[src/rtl/imm_gen_pipe_if.sv]
// Handshake bus for the pipelined immediate generator: instruction-in side
// and immediate-out side, each with its own valid/ready pair.
interface imm_gen_pipe_if #(
    parameter int XLEN  = 64,
    parameter int TAG_W = 8
);
    logic             in_valid;
    logic             in_ready;
    logic [31:0]      in_instr;
    logic [TAG_W-1:0] in_tag;
    logic             out_valid;
    logic             out_ready;
    logic [XLEN-1:0]  out_imm;
    logic [2:0]       out_fmt;
    logic             out_illegal;
    logic [TAG_W-1:0] out_tag;

    // Producer of instructions and consumer of immediates
    modport master (
        output in_valid, in_instr, in_tag, out_ready,
        input  in_ready, out_valid, out_imm, out_fmt, out_illegal, out_tag
    );

    // The immediate generator stage itself
    modport slave (
        input  in_valid, in_instr, in_tag, out_ready,
        output in_ready, out_valid, out_imm, out_fmt, out_illegal, out_tag
    );
endinterface

[src/rtl/imm_gen_pipe.sv]
// Pipelined RISC-V immediate generator. Decodes I/S/B/U/J immediates by the
// full 7-bit opcode, sign-extends to XLEN, flags unknown opcodes and counts
// them. One registered stage with a skid buffer so in_ready is a pure flop.
module imm_gen_pipe #(
    parameter int XLEN    = 64,
    parameter int TAG_W   = 8,
    parameter int B_SHIFT = 1,
    parameter int CNT_W   = 16
) (
    input  logic             clk,
    input  logic             reset,
    imm_gen_pipe_if.slave    bus,
    input  logic             cnt_clr,
    output logic [CNT_W-1:0] illegal_cnt
);
    localparam logic [2:0] FMT_I    = 3'd0;
    localparam logic [2:0] FMT_S    = 3'd1;
    localparam logic [2:0] FMT_B    = 3'd2;
    localparam logic [2:0] FMT_U    = 3'd3;
    localparam logic [2:0] FMT_J    = 3'd4;
    localparam logic [2:0] FMT_NONE = 3'd7;

    typedef struct packed {
        logic [XLEN-1:0]  imm;
        logic [2:0]       fmt;
        logic             ill;
        logic [TAG_W-1:0] tag;
    } res_t;

    localparam res_t RES_RST = '{imm: {XLEN{1'b0}}, fmt: FMT_NONE, ill: 1'b0, tag: {TAG_W{1'b0}}};

    logic [31:0]      instr_s;
    logic [63:0]      dec_imm64_s;
    logic [2:0]       dec_fmt_s;
    logic             dec_ill_s;
    res_t             dec_s;
    logic             in_xfer_s;
    logic             out_xfer_s;

    res_t             out_q, out_d;
    res_t             skid_q, skid_d;
    logic             out_valid_q, out_valid_d;
    logic             skid_valid_q, skid_valid_d;
    logic             in_ready_q, in_ready_d;
    logic [CNT_W-1:0] cnt_q, cnt_d;

    assign instr_s    = bus.in_instr;
    assign in_xfer_s  = bus.in_valid & in_ready_q;
    assign out_xfer_s = out_valid_q & bus.out_ready;

    // Opcode decode; every immediate is built at 64 bits and trimmed to XLEN
    always_comb begin
        dec_imm64_s = 64'd0;
        dec_fmt_s   = FMT_NONE;
        dec_ill_s   = 1'b1;
        case (instr_s[6:0])
            7'b0000011, 7'b0010011, 7'b0011011, 7'b1100111: begin
                dec_imm64_s = {{52{instr_s[31]}}, instr_s[31:20]};
                dec_fmt_s   = FMT_I;
                dec_ill_s   = 1'b0;
            end
            7'b0100011: begin
                dec_imm64_s = {{52{instr_s[31]}}, instr_s[31:25], instr_s[11:7]};
                dec_fmt_s   = FMT_S;
                dec_ill_s   = 1'b0;
            end
            7'b1100011: begin
                if (B_SHIFT != 0) begin
                    dec_imm64_s = {{51{instr_s[31]}}, instr_s[31], instr_s[7],
                                   instr_s[30:25], instr_s[11:8], 1'b0};
                end else begin
                    dec_imm64_s = {{52{instr_s[31]}}, instr_s[31], instr_s[7],
                                   instr_s[30:25], instr_s[11:8]};
                end
                dec_fmt_s = FMT_B;
                dec_ill_s = 1'b0;
            end
            7'b0110111, 7'b0010111: begin
                dec_imm64_s = {{32{instr_s[31]}}, instr_s[31:12], 12'h000};
                dec_fmt_s   = FMT_U;
                dec_ill_s   = 1'b0;
            end
            7'b1101111: begin
                dec_imm64_s = {{43{instr_s[31]}}, instr_s[31], instr_s[19:12],
                               instr_s[20], instr_s[30:21], 1'b0};
                dec_fmt_s   = FMT_J;
                dec_ill_s   = 1'b0;
            end
            default: begin
                dec_imm64_s = 64'd0;
                dec_fmt_s   = FMT_NONE;
                dec_ill_s   = 1'b1;
            end
        endcase
    end

    assign dec_s = '{imm: dec_imm64_s[XLEN-1:0], fmt: dec_fmt_s, ill: dec_ill_s, tag: bus.in_tag};

    // Output/skid steering: skid drains first, so ordering is preserved
    always_comb begin
        out_d        = out_q;
        skid_d       = skid_q;
        out_valid_d  = out_valid_q;
        skid_valid_d = skid_valid_q;
        if (!out_valid_q || out_xfer_s) begin
            if (skid_valid_q) begin
                out_d        = skid_q;
                out_valid_d  = 1'b1;
                skid_valid_d = 1'b0;
            end else if (in_xfer_s) begin
                out_d       = dec_s;
                out_valid_d = 1'b1;
            end else begin
                out_valid_d = 1'b0;
            end
        end else begin
            if (in_xfer_s) begin
                skid_d       = dec_s;
                skid_valid_d = 1'b1;
            end else begin
                skid_valid_d = skid_valid_q;
            end
        end
        in_ready_d = !skid_valid_d;
    end

    // Saturating illegal-opcode counter; clear beats increment
    always_comb begin
        if (cnt_clr) begin
            cnt_d = {CNT_W{1'b0}};
        end else if (in_xfer_s && dec_ill_s && (cnt_q != {CNT_W{1'b1}})) begin
            cnt_d = cnt_q + CNT_W'(1);
        end else begin
            cnt_d = cnt_q;
        end
    end

    // State registers with synchronous active-low reset
    always_ff @(posedge clk) begin
        if (!reset) begin
            out_q        <= RES_RST;
            skid_q       <= RES_RST;
            out_valid_q  <= 1'b0;
            skid_valid_q <= 1'b0;
            in_ready_q   <= 1'b1;
            cnt_q        <= {CNT_W{1'b0}};
        end else begin
            out_q        <= out_d;
            skid_q       <= skid_d;
            out_valid_q  <= out_valid_d;
            skid_valid_q <= skid_valid_d;
            in_ready_q   <= in_ready_d;
            cnt_q        <= cnt_d;
        end
    end

    assign bus.in_ready    = in_ready_q;
    assign bus.out_valid   = out_valid_q;
    assign bus.out_imm     = out_q.imm;
    assign bus.out_fmt     = out_q.fmt;
    assign bus.out_illegal = out_q.ill;
    assign bus.out_tag     = out_q.tag;
    assign illegal_cnt     = cnt_q;
endmodule

[src/flat_wrapper.sv]
// flat-port wrapper written by rule: the top's interface ports become plain ports
module imm_gen_pipe_flat 
#(
    parameter int XLEN    = 64,
    parameter int TAG_W   = 8,
    parameter int B_SHIFT = 1,
    parameter int CNT_W   = 16
)
  (clk, reset, cnt_clr, illegal_cnt, bus_in_valid, bus_in_instr, bus_in_tag, bus_out_ready, bus_in_ready, bus_out_valid, bus_out_imm, bus_out_fmt, bus_out_illegal, bus_out_tag);
  imm_gen_pipe_if #(.XLEN(XLEN), .TAG_W(TAG_W)) bus_i ();
  input  logic clk;
  input  logic reset;
  input  logic cnt_clr;
  output logic [CNT_W-1:0] illegal_cnt;
  input wire logic [$bits(bus_i.in_valid)-1:0] bus_in_valid;
  input wire logic [$bits(bus_i.in_instr)-1:0] bus_in_instr;
  input wire logic [$bits(bus_i.in_tag)-1:0] bus_in_tag;
  input wire logic [$bits(bus_i.out_ready)-1:0] bus_out_ready;
  output wire logic [$bits(bus_i.in_ready)-1:0] bus_in_ready;
  output wire logic [$bits(bus_i.out_valid)-1:0] bus_out_valid;
  output wire logic [$bits(bus_i.out_imm)-1:0] bus_out_imm;
  output wire logic [$bits(bus_i.out_fmt)-1:0] bus_out_fmt;
  output wire logic [$bits(bus_i.out_illegal)-1:0] bus_out_illegal;
  output wire logic [$bits(bus_i.out_tag)-1:0] bus_out_tag;
  assign bus_i.in_valid = bus_in_valid;
  assign bus_i.in_instr = bus_in_instr;
  assign bus_i.in_tag = bus_in_tag;
  assign bus_i.out_ready = bus_out_ready;
  assign bus_in_ready = bus_i.in_ready;
  assign bus_out_valid = bus_i.out_valid;
  assign bus_out_imm = bus_i.out_imm;
  assign bus_out_fmt = bus_i.out_fmt;
  assign bus_out_illegal = bus_i.out_illegal;
  assign bus_out_tag = bus_i.out_tag;
  imm_gen_pipe #(.XLEN(XLEN), .TAG_W(TAG_W), .B_SHIFT(B_SHIFT), .CNT_W(CNT_W)) u_core (.clk(clk), .reset(reset), .bus(bus_i), .cnt_clr(cnt_clr), .illegal_cnt(illegal_cnt));
endmodule
[config.mk]
export PLATFORM = sky130hd
export DESIGN_NAME = imm_gen_pipe_flat
export DESIGN_NICKNAME = d
export VERILOG_FILES = /design/src/rtl/imm_gen_pipe_if.sv /design/src/rtl/imm_gen_pipe.sv /design/src/flat_wrapper.sv
export SDC_FILE = /design/constraint.sdc
export NUM_CORES = 1
export LEC_CHECK = 0
export ABC_AREA = 1
export ABC_CLOCK_PERIOD_IN_PS = 1900
export CAP_MARGIN = 30
export CORE_ASPECT_RATIO = 0.7
export CORE_MARGIN = 4
export CORE_UTILIZATION = 49
export DETAILED_ROUTE_END_ITERATION = 16
export PLACE_DENSITY = 0.8
export SETUP_SLACK_MARGIN = 0.05
export SLEW_MARGIN = 20
export SYNTH_ARGS = -nofsm -noshare
export SYNTH_HDL_FRONTEND = slang
export SYNTH_SLANG_ARGS = --single-unit
[constraint.sdc]
create_clock -name clk -period 1.9 [get_ports clk]
set_clock_uncertainty 0.05 [all_clocks]
set_input_delay 0.38 -clock clk [delete_from_list [all_inputs] [get_ports clk]]
set_output_delay 0.38 -clock clk [all_outputs]
set_load 0.01 [all_outputs]
==> impl_metrics.tcl <==
set metrics [dict create \
    avgSynthCellArea_um2 6.68 \
    synthCells 817 \
    cts_tree "built" \
    worstPathCellList "clkdlybuf4s50_1" \
    cts.clk_slew.worst_paths_ns 0.07 \
    gr-total-overflow 0 \
    synth_top_area_share_pct 39.3 \
    num-fill-cells 907 \
    period_minus_slack_ns 1.80 \
    grt_pass1_wl_mm 25.1 \
    synth_area_leaders "dfxtp_1, nand2_1, nor2_1, a21oi_1, o21ai_0" \
    seqPwrFrac_pct 47.1 \
    dr.pass1.iters 5 \
    antenna_found_initial 0 \
    p_int_mw 3.83 \
    status "finished, final reports clean" \
    cp-end-kind "primary output" \
    p_per_area_nw_per_um2 701 \
    netlist_area_um2 5460 \
    worst-path-buf-inv 1 \
    drt-wirelength-per-cell_um 14.4 \
    crit_slowest_cell "clkdlybuf4s50_1" \
    vdd_ir_drop_max_mv 0.530 \
    worst_pin_slew_ns 0.495 \
    dp_slack_ns -0.266 \
    crit_required_ns 1.47 \
    period_share_pct 94.9 \
    fin_total_pwr_mw 5.14 \
    cp_max_fo 6 \
    final_cell_count_no_fill 1086 \
    synth_seq_cells 107 \
    vias 5702 \
    fmax_mhz 555 \
    dp.cells 1072 \
    die-height_um 96.3 \
    cts_buffer_depth 2 \
    pwr-share-clk_pct 35.5 \
    io_buffers 138 \
    synth_area_leader_cell "dfxtp_1" \
    die_x_um 134 \
    cts_setup_buffers 0 \
    grt_pass1_vias 5098 \
    cts_made_buffers 9 \
    critPathMaxStageDelay_ns 0.59 \
    combPwrFrac_pct 17.4 \
    start_util_pct 51.5 \
    grt_usage_pct 23.9 \
    n_antenna_cell 0 \
    crit_type "register to primary output" \
    ys_types 28 \
    path_delay_family "buffers and inverters" \
    synth_fp_nets 863 \
    clockRootBuffer "clkbuf_16" \
    drc 0 \
    grt_max_degree 44 \
    setup_viol 0 \
    hp-class "register to register" \
    slew_violations 0 \
    gp_congestion 0.956 \
    insertion_delay_ns 0.34 \
    routed_wl_mm 15.7 \
    worst_slack_ns 0.0977 \
    ios 139 \
    ant_nets 0 \
    p_sw_mw 1.31 \
    relSlewSlack_pct 67.0 \
    viasPerCell 5.25 \
    rsz0062_at_grt "true" \
    core-area_um2 10600 \
    drive_above_1_share_pct 10.0 \
    dieArea_um2 12900 \
    rows 31 \
    start_kind "register" \
    leakage_nw 3.38 \
    syn2layout_area_growth_pct 34.3 \
    hold_viol_final 0 \
    htreeDepth 3 \
    worstPathArrival_ns 1.37 \
    synth-seq-area-share_pct 39.3 \
    swShare_pct 25.4 \
    drv_cap 0 \
    cts.sinks 107 \
    yosys_warnings 0 \
    hpwl_mm 11.1 \
    final_nets 981 \
    drt_iter0_markers 480 \
]
[cell families (layout without fill, tap and decap cells)]
group / after synthesis / after routing / share of synthesized area, %
AOI/OAI and AO/OA: 185 / 185 / 17.2
DFF: 107 / 107 / 39.3
xor gates and xnor gates: 7 / 7 / 1.12
buffers and inverters: 150 / 271 / 13.4
and+or+nand+nor: 367 / 367 / 28.8
adders and majority gates: 1 / 1 / 0.229
[per-layer routing]
layer / share of wire, % / vias up / global-route usage [%] / routed length [µm]
li1: - / 2848 / - / -
met1: 47 / 2576 / 34.0 / 7350
met2: 43 / 262 / 36.6 / 6670
met3: 9.5 / 16 / 5.59 / 1490
met4: 1.1 / 0 / 6.02 / 166
met5: 0 / - / 0 / 0
[cells in the mapped netlist, drive strengths merged]
| cell | count |
|---|---|
| dfxtp | 107 |
| clkinv | 1 |
| nand4 | 20 |
| a21oi | 93 |
| o21bai | 2 |
| nor3 | 13 |
| o21ai | 82 |
| xnor2 | 2 |
| a31oi | 8 |
| inv | 71 |
| buf | 46 |
| xor2 | 5 |
| nand3 | 28 |
| ha | 1 |
| nor2 | 135 |
| nand2 | 170 |
| clkbuf | 32 |
| nand3b | 1 |
[cells in the final DEF, fill, tap and decap left out, drive strengths merged]
| cell | Yosys | routed |
|---|---|---|
| a31oi | 8 | 8 |
| buf | 46 | 47 |
| xor2 | 5 | 5 |
| ha | 1 | 1 |
| nand4 | 20 | 20 |
| o21bai | 2 | 2 |
| clkinv | 1 | 3 |
| dlymetal6s2s | 0 | 3 |
| dfxtp | 107 | 107 |
| clkbuf | 32 | 11 |
| xnor2 | 2 | 2 |
| inv | 71 | 71 |
| bufinv | 0 | 1 |
| nand3b | 1 | 1 |
| dlygate4sd2 | 0 | 32 |
| a21oi | 93 | 93 |
| nand2 | 170 | 170 |
| o21ai | 82 | 82 |
| clkdlybuf4s50 | 0 | 103 |
| nor2 | 135 | 135 |
| nor3 | 13 | 13 |
| nand3 | 28 | 28 |
[final timing paths]
kind / slack [ns] / startpoint / depth (start not counted) / to
min: 0.42 / u_core.skid_q[10] / 2 / u_core.skid_q[10]
max: 0.1 / u_core.illegal_cnt[9] / 1 / illegal_cnt[9]
min reg2reg: 0.42 / u_core.skid_q[10] / 2 / u_core.skid_q[10]
max reg2reg: 0.19 / u_core.illegal_cnt[1] / 9 / u_core.illegal_cnt[2]
[state kept, by name (all words and copies together), names as in the netlist]
| name | count |
|---|---|
| u_core.bus.out_imm | 32 |
| u_core.illegal_cnt | 16 |
| u_core.bus.out_illegal | 1 |
| u_core.skid_valid_q | 1 |
| u_core.bus.out_tag | 8 |
| u_core.skid_q | 44 |
| u_core.bus.in_ready | 1 |
| u_core.bus.out_valid | 1 |
| u_core.bus.out_fmt | 3 |
[worst reg2reg max path, stage by stage (launching register included)]
cell	delay (ns)
dfxtp_1	0.41
ha_1	0.22
nand2_2	0.09
nor2_4	0.15
nand2_2	0.07
nor2_2	0.09
nand2_2	0.10
nand3_4	0.22
nand2_1	0.09
a21oi_1	0.13
[metrics by stage]
| stage | utilization [%] | instance area (µm²) | hold slack [ns] | TNS, ns |
|---|---|---|---|---|
| after floorplan | - | 5460 | 0.385 | 0 |
| after global placement | 66.5 | 7040 | 0.393 | -13.24 |
| after detailed placement | 66.5 | 7040 | 0.395 | -14.98 |
| after CTS | 68.8 | 7280 | 0.413 | 0 |
| after global routing | 69.2 | 7330 | 0.433 | 0 |
| final | 69.2 | 7330 | 0.415 | 0 |
[layout make-up]
cell class | instances | area, µm² | area share [%]
clock buffer | 11 | 243 | 3.31
clock inverter | 3 | 40.0 | 0.546
inverter | 72 | 270 | 3.69
multi-input combinational | 560 | 2620 | 35.7
sequential | 107 | 2150 | 29.3
tap | 148 | 185 | 2.53
timing repair buffer | 185 | 1830 | 24.9
[timing repair]
item	CTS	global route
cloned	0	0
endpoints found under the setup margin	34	71
hold endpoints to repair	0	0
hold buffers	0	0
pin swaps	0	0
resized for setup	34	15
[power by group through the flow]
stage / sequential [mW] / combinational [mW] / clock [mW]
6_report: 2.42 / 0.892 / 1.82
5_1_grt: 2.43 / 0.977 / 1.93
4_1_cts: 2.42 / 0.887 / 1.85
3_5_place_dp: 2.47 / 0.919 / 0
3_3_place_gp: 2.47 / 0.910 / 0
2_1_floorplan: 2.50 / 0.423 / 0
Power figures use the tool's default switching activity.
